==> src/rtl/weight_loader_if.sv <==
// -----------------------------------------------------------------------------
// weight_loader_if
// Bus bundle between the weight loader, the single-port weight SRAM and the
// row-parallel write port of the weight input FIFO.
//
// Signals:
//   sram_cen   loader -> SRAM   chip enable, active-low
//   sram_wen   loader -> SRAM   write enable, active-low (always 1, read only)
//   sram_addr  loader -> SRAM   read address
//   sram_q     SRAM   -> loader read data, valid the cycle after sram_cen=0
//   fifo_wr    loader -> FIFO   per-row write enables
//   fifo_in    loader -> FIFO   write data
//   fifo_full  FIFO   -> loader full flag
//
// Modports: master = loader side, slave = SRAM/FIFO side.
// -----------------------------------------------------------------------------
interface weight_loader_if #(
    parameter int row    = 8,
    parameter int bw     = 4,
    parameter int addr_w = 11
) ();
    logic                sram_cen;
    logic                sram_wen;
    logic [addr_w-1:0]   sram_addr;
    logic [row*bw-1:0]   sram_q;
    logic [row-1:0]      fifo_wr;
    logic [row*bw-1:0]   fifo_in;
    logic                fifo_full;

    modport master (
        output sram_cen, sram_wen, sram_addr, fifo_wr, fifo_in,
        input  sram_q, fifo_full
    );

    modport slave (
        input  sram_cen, sram_wen, sram_addr, fifo_wr, fifo_in,
        output sram_q, fifo_full
    );
endinterface

==> src/rtl/weight_loader.sv <==
// -----------------------------------------------------------------------------
// weight_loader
// Streams a contiguous block of packed weight words from the weight SRAM
// (1-cycle read latency) into the weight FIFO's row-parallel write port.
// A 2-entry skid buffer absorbs FIFO backpressure; a one-cycle done pulse
// marks completion.
//
// Ports:
//   clk        clock, posedge
//   reset      synchronous, active-high
//   start      load request, sampled only in IDLE
//   base_addr  first SRAM address, latched on accepted start
//   num_words  number of words (0..2^addr_w), latched on accepted start
//   row_mask   (optional) per-row write mask, latched on accepted start
//   busy       high while the load is in progress
//   done       one-cycle completion pulse
//   bus        weight_loader_if.master (SRAM read port + FIFO write port)
//
// Optional feature macro: WEIGHT_LOADER_ROW_MASK_EN adds row_mask; when
// undefined every pop writes all rows.
// -----------------------------------------------------------------------------
module weight_loader #(
    parameter int row    = 8,
    parameter int bw     = 4,
    parameter int addr_w = 11
) (
    input  logic              clk,
    input  logic              reset,
    input  logic              start,
    input  logic [addr_w-1:0] base_addr,
    input  logic [addr_w:0]   num_words,
`ifdef WEIGHT_LOADER_ROW_MASK_EN
    input  logic [row-1:0]    row_mask,
`endif
    output logic              busy,
    output logic              done,
    weight_loader_if.master   bus
);
    localparam int W = row * bw;

    localparam logic [1:0] ST_IDLE  = 2'd0;
    localparam logic [1:0] ST_READ  = 2'd1;
    localparam logic [1:0] ST_DRAIN = 2'd2;
    localparam logic [1:0] ST_DONE  = 2'd3;

    localparam logic [addr_w-1:0] ADDR_ONE = {{(addr_w-1){1'b0}}, 1'b1};
    localparam logic [addr_w:0]   CNT_ONE  = {{addr_w{1'b0}}, 1'b1};
    localparam logic [addr_w:0]   CNT_ZERO = {(addr_w+1){1'b0}};

    logic [1:0]        state_r;
    logic [1:0]        state_next_s;
    logic [addr_w-1:0] addr_r;
    logic [addr_w:0]   remain_r;
    logic [1:0]        cnt_r;
    logic              inflight_r;
    logic [W-1:0]      skid0_r;
    logic [W-1:0]      skid1_r;
    logic              pop_s;
    logic              issue_s;
    logic              accept_s;
    logic [1:0]        occ_s;
    logic [row-1:0]    wr_pat_s;

    // Pop, post-cycle occupancy and read-issue decisions
    always_comb begin
        pop_s    = (cnt_r != 2'd0) && !bus.fifo_full;
        // occupancy at end of this cycle: current entries, minus the pop,
        // plus the read data that lands this cycle
        occ_s    = cnt_r - {1'b0, pop_s} + {1'b0, inflight_r};
        // a new read is allowed only if its data will still find a free slot
        issue_s  = (state_r == ST_READ) && (occ_s <= 2'd1);
        accept_s = (state_r == ST_IDLE) && start && (num_words != CNT_ZERO);
    end

    // Next-state logic
    always_comb begin
        state_next_s = state_r;
        case (state_r)
            ST_IDLE: begin
                if (start) begin
                    if (num_words == CNT_ZERO) begin
                        state_next_s = ST_DONE;
                    end else begin
                        state_next_s = ST_READ;
                    end
                end else begin
                    state_next_s = ST_IDLE;
                end
            end
            ST_READ: begin
                if (issue_s && (remain_r == CNT_ONE)) begin
                    state_next_s = ST_DRAIN;
                end else begin
                    state_next_s = ST_READ;
                end
            end
            ST_DRAIN: begin
                // finish as soon as the skid will be empty after this cycle
                if (occ_s == 2'd0) begin
                    state_next_s = ST_DONE;
                end else begin
                    state_next_s = ST_DRAIN;
                end
            end
            ST_DONE: begin
                state_next_s = ST_IDLE;
            end
            default: begin
                state_next_s = ST_IDLE;
            end
        endcase
    end

    // State, read address, remaining count and in-flight tracking
    always_ff @(posedge clk) begin
        if (reset) begin
            state_r    <= ST_IDLE;
            addr_r     <= {addr_w{1'b0}};
            remain_r   <= CNT_ZERO;
            inflight_r <= 1'b0;
        end else begin
            state_r    <= state_next_s;
            inflight_r <= issue_s;
            if (accept_s) begin
                addr_r   <= base_addr;
                remain_r <= num_words;
            end else if (issue_s) begin
                // address wraps naturally modulo 2^addr_w
                addr_r   <= addr_r + ADDR_ONE;
                remain_r <= remain_r - CNT_ONE;
            end else begin
                addr_r   <= addr_r;
                remain_r <= remain_r;
            end
        end
    end

    // Skid buffer: capture read data one cycle after issue, shift on pop
    always_ff @(posedge clk) begin
        if (reset) begin
            cnt_r   <= 2'd0;
            skid0_r <= {W{1'b0}};
            skid1_r <= {W{1'b0}};
        end else begin
            case ({inflight_r, pop_s})
                2'b10: begin
                    if (cnt_r == 2'd0) begin
                        skid0_r <= bus.sram_q;
                    end else begin
                        skid1_r <= bus.sram_q;
                    end
                    cnt_r <= cnt_r + 2'd1;
                end
                2'b01: begin
                    skid0_r <= skid1_r;
                    cnt_r   <= cnt_r - 2'd1;
                end
                2'b11: begin
                    if (cnt_r == 2'd1) begin
                        skid0_r <= bus.sram_q;
                    end else begin
                        skid0_r <= skid1_r;
                        skid1_r <= bus.sram_q;
                    end
                end
                default: begin
                    cnt_r <= cnt_r;
                end
            endcase
        end
    end

`ifdef WEIGHT_LOADER_ROW_MASK_EN
    logic [row-1:0] mask_r;

    // Row mask latched with the load command
    always_ff @(posedge clk) begin
        if (reset) begin
            mask_r <= {row{1'b0}};
        end else if (accept_s) begin
            mask_r <= row_mask;
        end else begin
            mask_r <= mask_r;
        end
    end

    assign wr_pat_s = mask_r;
`else
    assign wr_pat_s = {row{1'b1}};
`endif

    // Output decode; write enables follow the pop directly so they can never
    // be raised while the FIFO is full
    always_comb begin
        busy          = (state_r == ST_READ) || (state_r == ST_DRAIN);
        done          = (state_r == ST_DONE);
        bus.sram_cen  = ~issue_s;
        bus.sram_wen  = 1'b1;
        bus.sram_addr = addr_r;
        bus.fifo_in   = skid0_r;
        if (pop_s) begin
            bus.fifo_wr = wr_pat_s;
        end else begin
            bus.fifo_wr = {row{1'b0}};
        end
    end
endmodule

==> src/flat_wrapper.sv <==
// flat-port wrapper written by rule: the top's interface ports become plain ports
module weight_loader_flat 
#(
    parameter int row    = 8,
    parameter int bw     = 4,
    parameter int addr_w = 11
)
  (clk, reset, start, base_addr, num_words, busy, done, bus_sram_cen, bus_sram_wen, bus_sram_addr, bus_fifo_wr, bus_fifo_in, bus_sram_q, bus_fifo_full);
  weight_loader_if #(.row(row), .bw(bw), .addr_w(addr_w)) bus_i ();
  input  logic clk;
  input  logic reset;
  input  logic start;
  input  logic [addr_w-1:0] base_addr;
  input  logic [addr_w:0] num_words;
  output logic busy;
  output logic done;
  output wire logic [$bits(bus_i.sram_cen)-1:0] bus_sram_cen;
  output wire logic [$bits(bus_i.sram_wen)-1:0] bus_sram_wen;
  output wire logic [$bits(bus_i.sram_addr)-1:0] bus_sram_addr;
  output wire logic [$bits(bus_i.fifo_wr)-1:0] bus_fifo_wr;
  output wire logic [$bits(bus_i.fifo_in)-1:0] bus_fifo_in;
  input wire logic [$bits(bus_i.sram_q)-1:0] bus_sram_q;
  input wire logic [$bits(bus_i.fifo_full)-1:0] bus_fifo_full;
  assign bus_sram_cen = bus_i.sram_cen;
  assign bus_sram_wen = bus_i.sram_wen;
  assign bus_sram_addr = bus_i.sram_addr;
  assign bus_fifo_wr = bus_i.fifo_wr;
  assign bus_fifo_in = bus_i.fifo_in;
  assign bus_i.sram_q = bus_sram_q;
  assign bus_i.fifo_full = bus_fifo_full;
  weight_loader #(.row(row), .bw(bw), .addr_w(addr_w)) u_core (.clk(clk), .reset(reset), .start(start), .base_addr(base_addr), .num_words(num_words), .busy(busy), .done(done), .bus(bus_i));
endmodule
==> config.mk <==
export PLATFORM = sky130hd
export DESIGN_NAME = weight_loader_flat
export DESIGN_NICKNAME = d
export VERILOG_FILES = /design/src/rtl/weight_loader_if.sv /design/src/rtl/weight_loader.sv /design/src/flat_wrapper.sv
export SDC_FILE = /design/constraint.sdc
export NUM_CORES = 1
export LEC_CHECK = 0
export CAP_MARGIN = 40
export CORE_UTILIZATION = 45
export DETAILED_ROUTE_END_ITERATION = 10
export DONT_BUFFER_PORTS = 1
export GPL_TIMING_DRIVEN = 1
export PLACE_DENSITY_LB_ADDON = 0.08
export SLEW_MARGIN = 0
export SYNTH_ARGS = -nofsm -noshare
export SYNTH_HDL_FRONTEND = slang
export SYNTH_SLANG_ARGS = --single-unit
export TNS_END_PERCENT = 50
==> constraint.sdc <==
create_clock -name clk -period 8.2 [get_ports clk]
set_input_delay 1.64 -clock clk [delete_from_list [all_inputs] [get_ports clk]]
set_output_delay 1.64 -clock clk [all_outputs]
set_load 0.05 [all_outputs]
==> results of run 1 <==
==> logic make-up after synthesis <==
group,count (synthesis),synth area share
other,1,0.0008665
buffers and inverters,57,0.05926
adder cells (fa/ha/maj),11,0.03180
multiplexers,32,0.07401
AO/OA/AOI/OAI,120,0.1917
AND/OR/NAND/NOR,192,0.2030
XOR/XNOR,6,0.01388
flip-flops,92,0.4256
==> how the worst max path moves through the flow <==
stage,start,end,slack (ns)
after floorplan,bus_fifo_full,bus_sram_cen,3.03
after global placement,bus_fifo_full,bus_sram_cen,2.41
after detailed placement,bus_fifo_full,bus_sram_cen,3.07
after CTS,bus_fifo_full,bus_sram_cen,3.06
after global routing,bus_fifo_full,bus_sram_cen,2.92
final,bus_fifo_full,bus_sram_cen,3.05
==> power breakdown <==
group          switching (W)  leakage (nW)  internal (W)
sequential          0.000386         0.752      0.000561
combinational       0.000353         0.618      0.000206
clock               0.000167         0.108      0.000174
total               0.000906          1.48      0.000941
==> cell usage in the layout (no fill, tap or decap), drive strengths merged, types with 2 or more instances in the layout <==
master	netlist	final
a211oi	34	34
a21oi	34	34
a221oi	2	2
a311oi	21	21
and3	2	2
buf	21	8
bufinv	0	2
clkbuf	27	9
dfxtp	92	92
ha	11	11
inv	9	11
mux2i	32	32
nand2	74	74
nand2b	4	4
nand3	9	9
nand3b	3	3
nand4	6	6
nor2	63	63
nor3	2	2
nor4	4	4
o21ai	10	10
o31ai	11	11
o41ai	2	2
or3	10	10
or4	8	8
xnor2	5	5
==> metrics by stage <==
step / util / setup WS [ns] / std cells / cell area [sq um] / hold slack [ns]
final: 0.4993 / 3.045 / 615 / 4636 / 0.4528
after global placement: 0.4683 / 2.411 / 597 / 4348 / 0.4349
after CTS: 0.4993 / 3.063 / 615 / 4636 / 0.4539
after detailed placement: 0.4756 / 3.069 / 600 / 4415 / 0.4405
after floorplan: - / 3.034 / 511 / 4328 / 0.4360
after global routing: 0.4993 / 2.923 / 615 / 4636 / 0.4685
==> flip-flops by register name, summed over array words and instances, names as in the netlist <==
register	flops
u_core.bus.sram_addr	11
u_core.inflight_r	1
u_core.state_r	2
u_core.skid1_r	32
u_core.cnt_r	2
u_core.bus.fifo_in	32
u_core.remain_r	12
==> final cells by class <==
class                           instances  area, sq um  area share
Multi-Input combinational cell        362         2253      0.4861
Clock inverter                          6        96.34     0.02078
Tap cell                              129        161.4     0.03482
Inverter                                9        33.78    0.007287
Sequential cell                        92         1842      0.3973
Clock buffer                            9        123.9     0.02672
Timing Repair Buffer                    8        125.1     0.02699
==> routing by layer <==
metal  track usage  up-vias  part of all wire
met3       0.05084       10             0.063
li1              -     1768                 -
met2        0.3194       83              0.46
met4       0.07469        0             0.011
met1        0.2567     1630              0.46
met5             0        -                 0
==> worst register-to-register path: cells and delay by family, from the launching register on <==
family / cells / cell delay, ns
XOR/XNOR: 3 / 0.91
buffers and inverters: 1 / 0.10
adder cells (fa/ha/maj): 2 / 0.55
flip-flops: 1 / 0.42
AND/OR/NAND/NOR: 3 / 0.98
==> synth_stat cells (all sizes together), types with 3 or more instances <==
master / number / area [sq um]
a211oi: 34 / 260.3
a21oi: 34 / 170.2
a311oi: 21 / 183.9
buf: 21 / 121.4
clkbuf: 27 / 101.4
dfxtp: 92 / 1842
ha: 11 / 137.6
inv: 9 / 33.78
mux2i: 32 / 320.3
nand2: 74 / 277.8
nand2b: 4 / 25.02
nand3: 9 / 45.04
nand3b: 3 / 22.52
nand4: 6 / 37.54
nor2: 63 / 236.5
nor4: 4 / 25.02
o21ai: 10 / 50.05
o31ai: 11 / 82.58
or3: 10 / 62.56
or4: 8 / 60.06
xnor2: 5 / 51.30
==> impl_results.md, run 1 <==
* CTS resizes at 0
* Buf/Inv on CP at 0
* Delay-heaviest family, CP: XOR/XNOR gates
* Num CTS Buffers at 9
* Area growth syn-to-layout at 7.112%
* CTS clk-pin slew, worst paths at 0.08 ns
* # H-tree levels at 3
* Worst slew margin at 0.5492
* Total GRT Usage at 0.1985
* Cell Pwr Density at 398.4 nW/um^2
* Row Count at 35
* Post-Synthesis Cells at 511
* Final wirelength at 9780 um
* Total chip power at 0.001847 W
* Antenna cells at 0
* CP max stage delay at 0.54 ns
* Final net count at 552
* Vias per cell at 5.676
* Leak pwr at 1.478 nW
* Grt ovf at 0
* Syn Nets at 581
* Cell count along the critical path at 6
* Mean Syn Cell Area at 8.469 sq um
* Library cells used by synthesis at 45
* Max_cap viols at 0
* Drt drc at 0
* CP required at 6.56 ns
* Die X at 100.1 um
* RSZ-0062 raised after global routing: no
* DPL Wire Length at 6258 um
* Clock Skew at 0.01465 ns
* Vias in the first global route at 3238
* Pin count of the biggest net entering global routing at 94
* Via count at 3491
* Worst Path Class, Setup: in2out
* Worst hold path depth at 2
* Initial antenna violation count at 0
* Io pins at 114
* Period utilization at 0.6286
* First-pass GRT wire length at 15900 um
* Hold Buf Count CTS at 0
* Initial DRC count at 108
* Post-CTS Setup Bufs at 0
* Critical Path, Cell by Cell: nor2_4 -> xnor2_1 -> ha_1 -> xnor2_2 -> xor2_1 -> nand2_1
* RR Endpoint: u_core.inflight_r
* Synth Cell Area at 4328 sq um
* IO Port Bufs at 0
* Clock Latency Late Sink at 0.36 ns
* Fill count at 918
* Ys async rst share at 0
* CTS tree: done
* Maximum VDD drop at 0.0003312 V
* Final ANT Viol Nets at 0
* Endpoint class of the critical path: primary output
* Fmax at 0.1940 GHz
* Core area at 9284 sq um
* Initial Utilization at 0.4662
* CTS Root Cell: clkbuf_8
* Sink Count at 92
* Crit Path Max Fanout at 8
* Final Hold Viols at 0
* Type of the worst min-delay path: reg2reg
* R2R setup slack at 5.19 ns
* Slew Viols, Final at 0
* Setup_tns at 0 ns
* CP max stage cell: xor2_1
* Per-cell routed wire length at 15.90 um
* Worst Tran Pin Value at 0.6752 ns
* Crit path arrival time at 3.51 ns
* Clock tree buffer depth at 2
* Seq/Total Area, Yosys at 0.4256
* Yosys warning count at 0
* FF+latch count, synth at 92
* DR pass1 iterations at 5
* Fin crit period at 5.155 ns
* # setup viols final at 0
* Die Span Y at 100.1 um
* Synth Flop Type: dfxtp_1
* CP startpoint kind: input pin
* Status: complete, no violations
* Die area at 10010 sq um
* Post-synth EDFFs at 0
* Layout cell share with drive strength beyond 1 at 0.06173
* GP Congestion at 0.7346
* Reg2Reg Depth at 9
* R2r startpoint: u_core.cnt_r[1]
* Min-Delay Endpoint: u_core.skid1_r[5]
* Hold Path Origin: u_core.skid1_r[5]
No activity file was read; power rests on OpenSTA's default activity.
==> run 2, diff against run 1 <==
==> constraint.sdc (replaced) <==
create_clock -name clk -period 4.5 [get_ports clk]
set_input_delay 0.9 -clock clk [delete_from_list [all_inputs] [get_ports clk]]
set_output_delay 0.9 -clock clk [all_outputs]
set_load 0.05 [all_outputs]
==> run 2 against run 1 <==
  * Total power up 78%
  * First-iteration DRC count up 16%
  * Global-route usage down 0.21 points
  * Wire length down 2.0%
  * Utilization down 0.62 points
  * Sequential share of layout area up 0.50 points
  * Cell area down 1.2%
  * Clock skew down 0.0015 ns
  * Via count down 1.2%
  * Combinational power up 81%
  * Critical path type is now reg2out
  * Critical endpoint unchanged
==> impl_results.md, run 2 (synthesis gave the netlist of run 1 again) <==
* Clock Latency Late Sink at 0.35 ns
* Status: complete, no violations
* Initial DRC count at 125
* Switching pwr at 0.001638 W
* Worst Tran Pin Value at 0.9006 ns
* # H-tree levels at 3
* Leak pwr at 1.450 nW
* Final ANT Viol Nets at 0
* Cell Pwr Density at 717.6 nW/um^2
* Die area at 10010 sq um
* Endpoint class of the critical path: primary output
* Worst setup path endpoint: bus_sram_cen
* Leading cell type in the layout, fill and taps excluded: dfxtp_1
* CP startpoint kind: flip-flop
* Most common cell on crit path: ha_1
* Routed length on met2 at 4473 um
* Combinational Power Share at 0.306
* Num CTS Buffers at 9
* Crit Path Max Fanout at 8
* DPL Wire Length at 6205 um
* Fmax at 0.2584 GHz
* CP required at 3.60 ns
* Most frequent cells in the layout: 92 x dfxtp_1, 74 x nand2_1, 62 x nor2_1
* Initial Utilization at 0.4662
* First-pass GRT wire length at 15930 um
* Crit path arrival time at 2.97 ns
* Worst Path Class, Setup: reg2out
* Sequential share of power at 0.525
* CP max stage delay at 0.57 ns
* Die Span Y at 100.1 um
* Met1 wire length at 4476 um
* Drt drc at 0
* Met3 wire length at 571 um
* R2r startpoint: u_core.cnt_r[0]
* CTS resizes at 0
* CTS tree: done
* Via count at 3449
* CTS clk-pin slew, worst paths at 0.10 ns
* Io pins at 114
* Clk pwr share at 0.169
* Setup_tns at 0 ns
* Pin count of the biggest net entering global routing at 94
* Area growth syn-to-layout at 5.782%
* Layout cell share with drive strength beyond 1 at 0.05979
* Core area at 9284 sq um
* RSZ-0062 raised after global routing: no
* Critical Path Start: u_core.cnt_r[0]
* Period utilization at 0.8599
* Final Instance Count excl. Fillers at 614
* RR Endpoint: u_core.inflight_r
* Maximum VDD drop at 0.0004227 V
* Clock tree buffer depth at 2
* Total GRT Usage at 0.1965
* DR top layer: met4
* R2R setup slack at 1.63 ns
* Final Hold Viols at 0
* Post-CTS Setup Bufs at 0
* Initial antenna violation count at 0
* IO Port Bufs at 0
* CTS Root Cell: clkbuf_8
* GP Congestion at 0.7013
* Antenna cells at 0
* Per-cell routed wire length at 15.61 um
* Switching Share at 0.4987
* Placed instance count at 599
* Grt ovf at 0
* Slew Viols, Final at 0
* Hold Buf Count CTS at 0
* # setup viols final at 0
* Row Count at 35
* Worst slew margin at 0.3996
* Final net count at 551
* Reg2Reg Depth at 9
* Max_cap viols at 0
* Critical Path, Cell by Cell: inv_1 -> ha_1 -> nor2_4 -> xnor2_1 -> ha_1 -> xnor2_2 -> xor2_1 -> nand2_1
* CP max stage cell: xor2_1
* Final wirelength at 9586 um
* Type of the worst min-delay path: reg2reg
* Vias in the first global route at 3276
* Clock Skew at 0.01312 ns
* Internal at 0.001647 W
* Fin crit period at 3.870 ns
* DR pass1 iterations at 4
* Sink Count at 92
* Vias per cell at 5.617
* Die X at 100.1 um
[run 2: cell count changes in the layout (fill, tap and decap cells not counted), sizes merged]
cell	before	now
buf	8	7
clkinvlp	1	2
bufinv	2	1
[run 2: worst min-delay path by stage]
stage,slack [ns],cells past startpoint,endpoint,from
3_5_place_dp,0.44,2,u_core.skid1_r[15],u_core.skid1_r[15]
6_report,0.45,2,u_core.skid1_r[0],u_core.skid1_r[0]
5_1_grt,0.47,2,u_core.skid1_r[6],u_core.skid1_r[6]
4_1_cts,0.45,2,u_core.skid1_r[15],u_core.skid1_r[15]
3_3_place_gp,0.43,2,u_core.skid1_r[0],u_core.skid1_r[0]
2_1_floorplan,0.44,2,u_core.skid1_r[0],u_core.skid1_r[0]
[run 2: cell type report]
class,count,area [sq um]
clock buffer,9,123.9
inverter,9,33.78
fill,956,4706
clock inverter,6,71.32
tap,129,161.4
multi-input combinational,362,2253
timing repair buffer,7,92.59
sequential,92,1842
[run 2: per-stage QoR]
stage | setup WS, ns | util | hold slack, ns | instance area [sq um] | total power [W]
2_1_floorplan | 0.8136 | - | 0.4360 | 4328 | 0.002555
3_3_place_gp | 1.046 | 0.4691 | 0.4347 | 4355 | 0.002709
3_5_place_dp | 0.9994 | 0.4721 | 0.4401 | 4383 | 0.002761
4_1_cts | 0.6217 | 0.4931 | 0.4541 | 4578 | 0.003323
5_1_grt | 0.4339 | 0.4931 | 0.4695 | 4578 | 0.003488
6_report | 0.6304 | 0.4931 | 0.4541 | 4578 | 0.003285
[run 2: power groups by stage]
stage / clock network [W] / registers, W / logic, W
CTS: 0.000579 / 0.00173 / 0.00102
floorplan: 0 / 0.00169 / 0.000864
detailed placement: 0 / 0.00175 / 0.00101
global route: 0.000612 / 0.00175 / 0.00112
global placement: 0 / 0.00174 / 0.000968
finish: 0.000556 / 0.00172 / 0.00101
[run 2: per-layer routing]
metal  up-vias  GRT usage
li1       1764          -
met1      1607     0.2526
met2        72     0.3268
met3         6    0.05989
met4         0    0.04013
met5         -          0
[run 2: critical path, delay by kind of cell, from the launching register on]
kind | cells | cell delay [ns]
flip-flops | 1 | 0.41
AND/OR/NAND/NOR | 2 | 0.64
buffers and inverters | 1 | 0.09
adder cells (fa/ha/maj) | 2 | 0.58
XOR/XNOR | 3 | 0.90
==> run 3, diff against run 2 <==
==> constraint.sdc (replaced) <==
create_clock -name clk -period 4.5 [get_ports clk]
set_input_delay 0.9 -clock clk [delete_from_list [all_inputs] [get_ports clk]]
set_output_delay 0.9 -clock clk [all_outputs]
set_load 0.01 [all_outputs]
==> run 3 against run 2 <==
  * Sequential share of layout area rose by 0.099 points
  * Combinational power decreased by 12%
  * Cell area decreased by 0.25%
  * Cell count is the same
  * First-iteration DRC count shrank 12%
  * Critical path type unchanged
==> impl_results.md, run 3 (synthesis gave the netlist of run 1 again) <==
* Status: complete, no violations
* DR pass1 iterations at 4
* Crit path arrival time at 2.70 ns
* Grt ovf at 0
* Io pins at 114
* Pre-CTS setup slack at 1.166 ns
* CTS resizes at 0
* Die Span Y at 100.1 um
* Leak pwr at 1.450 nW
* Multi-input gate area at 2248 sq um
* CTS clk-pin slew, worst paths at 0.10 ns
* CP startpoint kind: flip-flop
* Cell Pwr Density at 593.1 nW/um^2
* Drt drc at 0
* CP required at 3.60 ns
* Area growth syn-to-layout at 5.522%
* Setup_tns at 0 ns
* R2R setup slack at 1.72 ns
* Hold Path Origin: u_core.skid1_r[20]
* Clock Skew at 0.01109 ns
* Num CTS Buffers at 9
* Endpoint class of the critical path: primary output
* Most frequent cells in the layout: 92 x dfxtp_1, 74 x nand2_1, 62 x nor2_1
* IO Port Bufs at 0
* Initial Utilization at 0.4662
* Fin util at 0.4919
* Core area at 9284 sq um
* Post-route cell area at 4567 sq um
* CTS Root Cell: clkbuf_8
* Register area at 1842 sq um
* Clock Latency Late Sink at 0.35 ns
* R2r startpoint: u_core.cnt_r[0]
* DPL Wire Length at 6179 um
* Period utilization at 0.8007
* Initial DRC count at 110
* Final wirelength at 9519 um
* Max_cap viols at 0
* First-pass GRT wire length at 15740 um
* Initial antenna violation count at 0
* Vias in the first global route at 3258
* Worst hold path depth at 2
* Final ANT Viol Nets at 0
* GP Congestion at 0.7292
* Hold Buf Count CTS at 0
* Leading cell type in the layout, fill and taps excluded: dfxtp_1
* Maximum VDD drop at 0.0002681 V
* Vias per cell at 5.692
* Fill count at 939
* RR Endpoint: u_core.remain_r[9]
* Worst setup margin at 0.8968 ns
* Die X at 100.1 um
* Row Count at 35
* Reg2Reg Depth at 10
* Fin crit period at 3.603 ns
* Layout cell share with drive strength beyond 1 at 0.05979
* Sink Count at 92
* Worst Tran Pin Value at 0.8800 ns
* Dpl cell area at 4370 sq um
* CTS tree: done
* Final net count at 551
* Crit Path Max Fanout at 8
* Pin count of the biggest net entering global routing at 94
* Min-Delay Endpoint: u_core.skid1_r[20]
* Antenna cells at 0
* Total chip power at 0.002709 W
* Per-cell routed wire length at 15.50 um
* Die area at 10010 sq um
* Type of the worst min-delay path: reg2reg
* RSZ-0062 raised after global routing: no
* Slew Viols, Final at 0
* Clock tree buffer depth at 2
* # H-tree levels at 3
* # setup viols final at 0
* Via count at 3495
* Post-CTS Setup Bufs at 0
* Fmax at 0.2775 GHz
* Total GRT Usage at 0.1957
* Final Hold Viols at 0
* Worst Path Class, Setup: reg2out
* Worst slew margin at 0.4133
## run 3: cell types whose count changed in the layout (fill, tap and decap cells not counted), sizes merged
| cell | previous run | this run |
|---|---|---|
| clkinvlp | 2 | 1 |
| clkinv | 1 | 2 |
## run 3: worst max path at each step
stage / start / end / slack [ns] / cells past startpoint
global route: u_core.cnt_r[0] / bus_sram_cen / 0.64 / 8
floorplan: bus_fifo_full / bus_sram_cen / 1.04 / 6
finish: u_core.cnt_r[0] / bus_sram_cen / 0.90 / 8
detailed placement: bus_fifo_full / bus_sram_cen / 1.17 / 6
CTS: u_core.cnt_r[0] / bus_sram_cen / 0.84 / 8
global placement: bus_fifo_full / bus_sram_cen / 1.26 / 6
## run 3: area by class of cell
cell class / count / share of cell area
sequential: 92 / 0.4033
tap: 129 / 0.03534
clock buffer: 9 / 0.02712
multi-input combinational: 362 / 0.4923
timing repair buffer: 7 / 0.01863
clock inverter: 6 / 0.01589
inverter: 9 / 0.007397
## run 3: power by group
group	internal, W	switching, W	leakage [nW]
Combinational	0.000346	0.000544	0.601
Clock	0.000260	0.000294	0.0963
Sequential	0.00103	0.000240	0.752
## run 3: metal layers
layer	vias up	wire [um]	track usage
li1	1771	-	-
met1	1641	4288	0.2440
met2	76	4587	0.3294
met3	7	544	0.04805
met4	0	97	0.06912
met5	-	0	0
## run 3: critical path, cell delays in order (launching register included)
cell and delay, ns:
dfxtp_1 0.41, inv_1 0.09, ha_1 0.32, nor2_2 0.16
xnor2_1 0.18, ha_1 0.24, xnor2_2 0.15, xor2_1 0.57
nand2_1 0.24
## run 3: per-stage QoR
step           hold slack [ns]  cells
2_1_floorplan           0.4360    511
3_3_place_gp            0.4350    597
3_5_place_dp            0.4400    599
4_1_cts                 0.4540    614
5_1_grt                 0.4719    614
6_report                0.4545    614
